--- config.mk ---
export PLATFORM = sky130hd
export DESIGN_NAME = rs_decode_scheduler
export DESIGN_NICKNAME = d
export VERILOG_FILES = /design/src/rtl/rs_decode_scheduler.sv
export SDC_FILE = /design/constraint.sdc
export NUM_CORES = 1
export LEC_CHECK = 0
export CAP_MARGIN = 20
export CELL_PAD_IN_SITES_DETAIL_PLACEMENT = 0
export CELL_PAD_IN_SITES_GLOBAL_PLACEMENT = 1
export CORE_MARGIN = 1.5
export CORE_UTILIZATION = 38
export DETAILED_ROUTE_END_ITERATION = 8
export GPL_ROUTABILITY_DRIVEN = 0
export PLACE_DENSITY_LB_ADDON = 0.1
export SLEW_MARGIN = 10
export SYNTH_ARGS = -nofsm -noshare
export SYNTH_HDL_FRONTEND = slang
export SYNTH_SLANG_ARGS = --single-unit
--- constraint.sdc ---
create_clock -name clk -period 3.3 [get_ports clk]
set_input_delay 0.495 -clock clk [delete_from_list [all_inputs] [get_ports clk]]
set_output_delay 0.495 -clock clk [all_outputs]
set_load 0.1 [all_outputs]
--- src/rtl/rs_decode_scheduler.sv ---
// Round-robin front end sharing one RS decoder: stage a whole frame, pulse start, stream it gap-free, tag outputs.
// Optional statistics counters are built when RS_SCHED_STATS_EN is defined.
module rs_decode_scheduler #(
  parameter int NUM_REQ = 4,
  parameter int MAX_CW  = 32,
  parameter int TIMEOUT = 255
) (
  input  logic                   clk,
  input  logic                   rst,
  input  logic [NUM_REQ-1:0]     req,
  input  logic [NUM_REQ*6-1:0]   req_len,
  output logic [NUM_REQ-1:0]     grant,
  input  logic [NUM_REQ*8-1:0]   src_data,
  input  logic [NUM_REQ-1:0]     src_valid,
  output logic [NUM_REQ-1:0]     src_ready,
  output logic                   dec_start,
  output logic [7:0]             dec_codeword,
  output logic                   dec_valid,
  input  logic [7:0]             dec_out,
  input  logic                   dec_out_valid,
  input  logic                   dec_done,
  output logic [7:0]             rsp_data,
  output logic                   rsp_valid,
  output logic [2:0]             rsp_id,
  output logic                   busy,
  output logic                   err,
  output logic [15:0]            stat_frames,
  output logic [15:0]            stat_errs
);
  localparam int IW = $clog2(NUM_REQ);
  localparam int AW = (MAX_CW > 1) ? $clog2(MAX_CW) : 1;
  localparam int TW = $clog2(TIMEOUT + 1);

  typedef enum logic [2:0] {IDLE, COLLECT, START, FEED, DRAIN} state_t;
  state_t state, state_nx;

  logic [IW-1:0] ptr, sel, pick;
  logic          found;
  logic [5:0]    pick_len, len, cnt, kidx, ocnt;
  logic [6:0]    ocnt_eff;
  logic [TW-1:0] timer;
  logic [7:0]    stage_mem [MAX_CW];
  logic          len_bad, accept, last_in, last_out, to_hit;
  logic          drain_exit, drain_clean, err_set;

  function automatic logic [IW-1:0] wrap_inc(input logic [IW-1:0] i);
    return (int'(i) == NUM_REQ - 1) ? '0 : i + 1'b1;
  endfunction

  // First requester at or after the pointer, wrapping.
  always_comb begin
    found = 1'b0;
    pick  = '0;
    for (int o = 0; o < NUM_REQ; o++) begin
      if (!found && req[(int'(ptr) + o) % NUM_REQ]) begin
        found = 1'b1;
        pick  = IW'((int'(ptr) + o) % NUM_REQ);
      end
    end
  end

  assign pick_len    = req_len[6*int'(pick) +: 6];
  assign len_bad     = (pick_len == 6'd0) || (int'(pick_len) > MAX_CW);
  assign accept      = (state == COLLECT) && src_valid[sel];
  assign last_in     = accept && (cnt == len - 6'd1);
  assign last_out    = (kidx == len - 6'd1);
  // A byte arriving together with done still counts toward the length check.
  assign ocnt_eff    = {1'b0, ocnt} + {6'd0, dec_out_valid};
  assign to_hit      = (int'(timer) + 1 >= TIMEOUT);
  assign drain_exit  = dec_done || to_hit;
  assign drain_clean = dec_done && (ocnt_eff == {1'b0, len});
  assign err_set     = (state == IDLE && found && len_bad) ||
                       (state == DRAIN && drain_exit && !drain_clean);
  assign busy        = (state != IDLE);

  always_ff @(posedge clk) begin
    if (rst) state <= IDLE;
    else     state <= state_nx;
  end

  always_comb begin
    state_nx     = state;
    grant        = '0;
    src_ready    = '0;
    dec_start    = 1'b0;
    dec_valid    = 1'b0;
    dec_codeword = 8'h00;
    case (state)
      IDLE: if (found && !len_bad) state_nx = COLLECT;
      COLLECT: begin
        grant[sel]     = 1'b1;
        src_ready[sel] = 1'b1;
        if (last_in) state_nx = START;
      end
      START: begin
        grant[sel] = 1'b1;
        dec_start  = 1'b1;
        state_nx   = FEED;
      end
      FEED: begin
        grant[sel]   = 1'b1;
        dec_valid    = 1'b1;
        dec_codeword = stage_mem[kidx[AW-1:0]];
        if (last_out) state_nx = DRAIN;
      end
      DRAIN: begin
        grant[sel] = 1'b1;
        if (drain_exit) state_nx = IDLE;
      end
      default: state_nx = IDLE;
    endcase
  end

  always_ff @(posedge clk) begin
    if (accept) stage_mem[cnt[AW-1:0]] <= src_data[8*int'(sel) +: 8];
  end

  always_ff @(posedge clk) begin
    if (rst) begin
      ptr       <= '0;
      sel       <= '0;
      len       <= '0;
      cnt       <= '0;
      kidx      <= '0;
      ocnt      <= '0;
      timer     <= '0;
      rsp_data  <= '0;
      rsp_valid <= 1'b0;
      rsp_id    <= '0;
      err       <= 1'b0;
    end else begin
      rsp_valid <= 1'b0;
      err       <= err_set;
      case (state)
        IDLE: if (found) begin
          sel  <= pick;
          len  <= pick_len;
          cnt  <= '0;
          kidx <= '0;
          if (len_bad) begin
            rsp_id <= 3'(pick);
            ptr    <= wrap_inc(pick);
          end
        end
        COLLECT: if (accept && cnt != '1) cnt <= cnt + 6'd1;
        FEED: begin
          if (kidx != '1) kidx <= kidx + 6'd1;
          ocnt  <= '0;
          timer <= '0;
        end
        DRAIN: begin
          if (dec_out_valid) begin
            rsp_valid <= 1'b1;
            rsp_data  <= dec_out;
            rsp_id    <= 3'(sel);
            if (ocnt != '1) ocnt <= ocnt + 6'd1;
          end
          if (timer != '1) timer <= timer + 1'b1;
          if (drain_exit) begin
            ptr <= wrap_inc(sel);
            if (!drain_clean) rsp_id <= 3'(sel);
          end
        end
        default: ;
      endcase
    end
  end

`ifdef RS_SCHED_STATS_EN
  logic [15:0] frames_q, errs_q;
  always_ff @(posedge clk) begin
    if (rst) begin
      frames_q <= '0;
      errs_q   <= '0;
    end else begin
      if (state == DRAIN && drain_exit && drain_clean) frames_q <= frames_q + 16'd1;
      if (err_set) errs_q <= errs_q + 16'd1;
    end
  end
  assign stat_frames = frames_q;
  assign stat_errs   = errs_q;
`else
  assign stat_frames = 16'h0000;
  assign stat_errs   = 16'h0000;
`endif
endmodule

; ---- Word level (Yosys, flattened, before mapping)
; Memory sizes are Yosys's and may differ from the RTL's. A register that Yosys moved wholly into a read port is not among the register bits.
; Index checks and enable logic that the tools add are counted.
[classes]
mul = 1
addsub = 12
shifts = 2
n_eq_ne = 24
magnitude_cmp = 8
mux = 60
reduce_logical = 42
bitwise_logic = 4
[ops]
columns = cell, count
row1 = $pmux 6 s2, 3
row2 = $shiftx 32x6->8, 1
row3 = $mux 6, 5
row4 = $mux 3, 9
row5 = $shiftx 24x6->6, 1
row6 = $add 6x1->6 const B, 3
row7 = $mux 1, 18
row8 = $mux 2, 9
row9 = $ne 6x6->1 const B, 3
row10 = $mux 8, 2
row11 = $pmux 8 s2, 1
row12 = $pmux 3 s5, 1
row13 = $ne 2x2->1 const B, 7
row14 = $logic_and 1x1->1, 13
row15 = $eq 6x6->1, 2
row16 = $lt 3x4->1 const B, 3
row17 = $reduce_and 3->1, 4
row18 = $bmux 1 s2, 5
row19 = $mux 5, 2
row20 = $add 8x1->9 const B, 1
row21 = $ge 9x8->1 const B, 1
row22 = $add 8x1->8 const B, 1
row23 = $mux 4, 2
row24 = $ne 2x1->1 const B, 4
row25 = other kinds (29), 52
[totals]
mem_count = 1
word_cells = 166
ff_bits = 52
ram_bits = 256
[memory_table]
columns = name, depth, width, read_ports, rd_ports_with_merged_regs, write_ports, line_no
row1 = stage_mem, 32, 8, 1, 1, 1, 42  ; logic [7:0] stage_mem [MAX_CW];

; ---- Depth between registers and ports, before layout
; Gate-level depths: netlist (run 1).
[depth]
depth_word = 22
ltp_mapped = 11
depth_no_buf = 11

; ---- Worst setup path after synthesis (run 1)
; Ideal clock, no wire load.
[synth_timing]
path_type = register to output
start = register with a tool-made name
end = output port dec_codeword[5]
stages_incl_launch_ff = 6
n_path_buf = 2
t_required_ns = 2.805
arrival_ns = 2.869
slack_ns = -0.064
cell_sequence = dfxtp_1 buf_1 buf_1 mux4_2 mux2i_1 nor2_1
[synth_lines]
columns = element, line_no
row1 = "end, declared", 17  ; output logic [7:0] dec_codeword,

==> metrics.txt, run 1 <==
status=finished, final reports clean; top-level I/O count=140; combinational share of power=0.248; achievable clock frequency=309 MHz; measured slew at the worst slew-check pin=989 ps; net total in the final layout=1,125; maximum level of the CTS H-tree=2; highest net fanout along the worst path=5; final period demand of the worst path=3240 ps; vias in the first global route=8,142; Pint=8.22 mW; arrival time of data at the critical path endpoint=2740 ps; Synth-to-Final Area Change=23.1%; effective utilization at floorplan=0.386; sequential power share=0.411; switching power as a share of total power=0.315; Worst Hold Class=input pin to register; Max-cap violations=0; number of remaining DRC errors=0; Antenna diodes=0; cell count of the worst hold path=2; synthesized area=13,700 sq um; number of different library cells in the post-synthesis netlist=61; post-synthesis cell count=889; total power density per cell area=710 nW/um^2; clock buffer depth=3; Critical Path Source Type=register; number of cells on the worst reg-to-reg path=11; clock skew=21.9 ps; critical path start-end classification=register to primary output; filler-free cell count of the finished design=1,523; iteration count of the initial detailed-routing pass=6; dominant register cell in the synthesized netlist=sky130_fd_sc_hd__edfxtp_1; Static Leak=5.56 nW; final critical-path share of the clock period=0.982; fill cell instance count of the final layout=3,145; violation count after the first detailed-route iteration=378; Skew-Pair Late Insertion Delay=530 ps; routed wire length=31,700 um; remaining global-route overflow=0; initial antenna violation count=0; Detailed Place HPWL=21,200 um; full die area=37,300 sq um; placed instance count=1,451; number of vias per cell=5.08; clock transition at the register clock pins on the worst setup and hold paths after CTS=60 ps; switching power summed over all nets=3.79 mW; part of the Yosys area used for sequential elements=0.643; kind of capture point of the worst setup path=primary output; placement row count=69; number of enable-type register cells in the synthesized netlist=256; worst endpoint required time=2800 ps; VDD IR max=0.588 mV; number of synthesized register bits=313; remaining number of nets flagged by the antenna check after routing=0; total cell area at the placement stage=15,500 sq um; clock root buffer=sky130_fd_sc_hd__clkbuf_16; Sink Count=313; area of the placeable core=35,600 sq um; count of vias placed by the detailed router=7,735; pin count of the biggest net entering global routing=37; RSZ-0062 raised after global routing=yes; GRT Resource Usage Total=0.177; fraction of layout instances using a drive strength above 1=0.234; total of buffers placed on input and output ports=107; number of warnings printed during yosys synthesis=0; CTS buffer count=37; number of endpoints with negative hold slack in the final report=0; height of the chip=193 um; CTS tree=built; remaining max-slew budget at the tightest pin=0.339; Max Slew Vio Count=0; global-route wire length before repair=48,900 um; Avg WL per Cell=20.8 um; Non-Filler Cell Area, Final=16,900 sq um; horizontal extent of the die=193 um; total design power=12.0 mW; share of synthesized registers carrying an async set or reset=0; mean instance size in the synthesized netlist=15.5 sq um; Setup violations, final=0; share of power burned in the clock network=0.341
==> layout by cell type (no fill, tap or decap), types with 3 or more instances in the layout <==
master                              n
sky130_fd_sc_hd__nor3b_1            4
sky130_fd_sc_hd__clkbuf_1           4
sky130_fd_sc_hd__clkbuf_16         39
sky130_fd_sc_hd__clkinv_2           5
sky130_fd_sc_hd__dfxtp_1           55
sky130_fd_sc_hd__nand2b_1           7
sky130_fd_sc_hd__a21oi_1           34
sky130_fd_sc_hd__buf_16             4
sky130_fd_sc_hd__nor2_2             9
sky130_fd_sc_hd__nand2_1           51
sky130_fd_sc_hd__or3_1              5
sky130_fd_sc_hd__mux2i_2            5
sky130_fd_sc_hd__buf_4             44
sky130_fd_sc_hd__bufinv_16          4
sky130_fd_sc_hd__clkinv_4           3
sky130_fd_sc_hd__conb_1            32
sky130_fd_sc_hd__mux2_2             3
sky130_fd_sc_hd__edfxtp_1         256
sky130_fd_sc_hd__clkdlybuf4s50_1   87
sky130_fd_sc_hd__and3_1             7
sky130_fd_sc_hd__nand3_1           21
sky130_fd_sc_hd__nor2b_1            5
sky130_fd_sc_hd__buf_12            12
sky130_fd_sc_hd__ha_1              15
sky130_fd_sc_hd__a31oi_1            6
sky130_fd_sc_hd__clkinv_1           5
sky130_fd_sc_hd__nor3_1            10
sky130_fd_sc_hd__nor2_1            85
sky130_fd_sc_hd__o21ai_0           16
sky130_fd_sc_hd__a22oi_1            3
sky130_fd_sc_hd__nand4_1            7
sky130_fd_sc_hd__clkinvlp_4         4
sky130_fd_sc_hd__mux2i_1           11
sky130_fd_sc_hd__and2_1            11
sky130_fd_sc_hd__inv_1             12
sky130_fd_sc_hd__mux4_2            89
sky130_fd_sc_hd__inv_6              3
sky130_fd_sc_hd__nand3b_1           4
sky130_fd_sc_hd__xnor2_1           18
sky130_fd_sc_hd__xor2_1            21
==> repair_timing <==
action,in CTS,in global routing
setup endpoints to repair,5,8
setup buffers,2,0
cloned,3,1
resized for setup,14,2
hold buffers,0,0
==> registers in the layout, indices dropped and copies added, names as in the netlist, 3 cells and up, named ones only <==
name,flops
kidx,6
rsp_id,3
len,6
rsp_data,8
timer,8
cnt,6
ocnt,6
stage_mem,256
state,3
==> cell families (layout without fill, tap and decap cells) <==
family,after synthesis,after routing,share of synthesized area
simple gates,238,238,0.0816
other cells,1,32,0.000273
compound gates,83,83,0.0392
xor+xnor,39,39,0.0249
flops,313,313,0.643
mux,112,112,0.163
buf+inv,88,230,0.0344
fa+ha+maj,15,15,0.0137
==> synthesized netlist by cell type, types with 12 or more instances <==
cell type | instances | area [sq um]
sky130_fd_sc_hd__buf_4 | 34 | 255
sky130_fd_sc_hd__mux2i_1 | 18 | 180
sky130_fd_sc_hd__xor2_1 | 21 | 184
sky130_fd_sc_hd__nor2_1 | 93 | 349
sky130_fd_sc_hd__nand2_1 | 51 | 191
sky130_fd_sc_hd__clkbuf_1 | 29 | 109
sky130_fd_sc_hd__mux4_2 | 89 | 2000
sky130_fd_sc_hd__edfxtp_1 | 256 | 7690
sky130_fd_sc_hd__xnor2_1 | 18 | 158
sky130_fd_sc_hd__nand3_1 | 21 | 105
sky130_fd_sc_hd__ha_1 | 15 | 188
sky130_fd_sc_hd__a21oi_1 | 34 | 170
sky130_fd_sc_hd__inv_1 | 12 | 45.0
sky130_fd_sc_hd__o21ai_0 | 16 | 80.1
sky130_fd_sc_hd__dfxtp_1 | 57 | 1140
==> layer usage <==
layer | wire [um] | track usage | vias to the layer above | share of wire
met3 | 1280 | 0.0300 | 42 | 0.040
li1 | - | - | 3651 | -
met4 | 583 | 0.0447 | 0 | 0.018
met2 | 16100 | 0.306 | 164 | 0.51
met1 | 13700 | 0.233 | 3878 | 0.43
met5 | 0 | 0 | - | 0
==> power groups by stage <==
stage	sequential, mW	combinational [mW]	clock (mW)
3_5_place_dp	5.02	2.99	0
5_1_grt	4.96	3.23	4.37
3_3_place_gp	5.02	2.96	0
4_1_cts	4.94	3.05	4.19
6_report	4.94	2.97	4.10
2_1_floorplan	5.05	2.03	0
==> cell type report <==
| class | count | area, sq um | area share |
|---|---|---|---|
| clock buffers | 42 | 966 | 0.0571 |
| repair buffers | 150 | 1590 | 0.0942 |
| inverters | 13 | 48.8 | 0.00288 |
| flip-flops and latches | 313 | 8840 | 0.522 |
| multi-input cells | 519 | 4620 | 0.273 |
| clock inverters | 25 | 279 | 0.0165 |
| well taps | 461 | 577 | 0.0341 |
==> worst max-delay path, cell delays in order (launching register included) <==
cell and delay (ps):
sky130_fd_sc_hd__dfxtp_4 440, sky130_fd_sc_hd__buf_6 170, sky130_fd_sc_hd__buf_16 140, sky130_fd_sc_hd__mux4_2 540, sky130_fd_sc_hd__mux4_2 500, sky130_fd_sc_hd__mux2i_1 180
sky130_fd_sc_hd__nor2_2 80, sky130_fd_sc_hd__buf_12 180
==> stage by stage <==
stage | hold slack (ps) | setup TNS (ps) | util | worst slack (ps)
2_1_floorplan | 483 | 0 | - | 388
3_3_place_gp | 442 | 0 | 0.436 | 147
3_5_place_dp | 453 | 0 | 0.436 | 104
4_1_cts | 247 | 0 | 0.475 | 4.75
5_1_grt | 259 | -26.6 | 0.476 | -14.4
6_report | 258 | 0 | 0.476 | 60.8
==> final timing paths <==
path	startpoint	end	slack, ps
hold reg to reg	rsp_data[7]	rsp_data[7]	460
setup reg to reg	ocnt[0]	rsp_id[1]	690
setup / recovery	register	dec_codeword[3]	60
hold / removal	rst	sel[1]	260
Power figures use the tool's default switching activity.
==> run 2: changes to the inputs <==
- CTS_CLUSTER_SIZE: not set -> 24
==> results of run 2 <==
The final DEF is identical to that of run 1; final timing and power are the same.
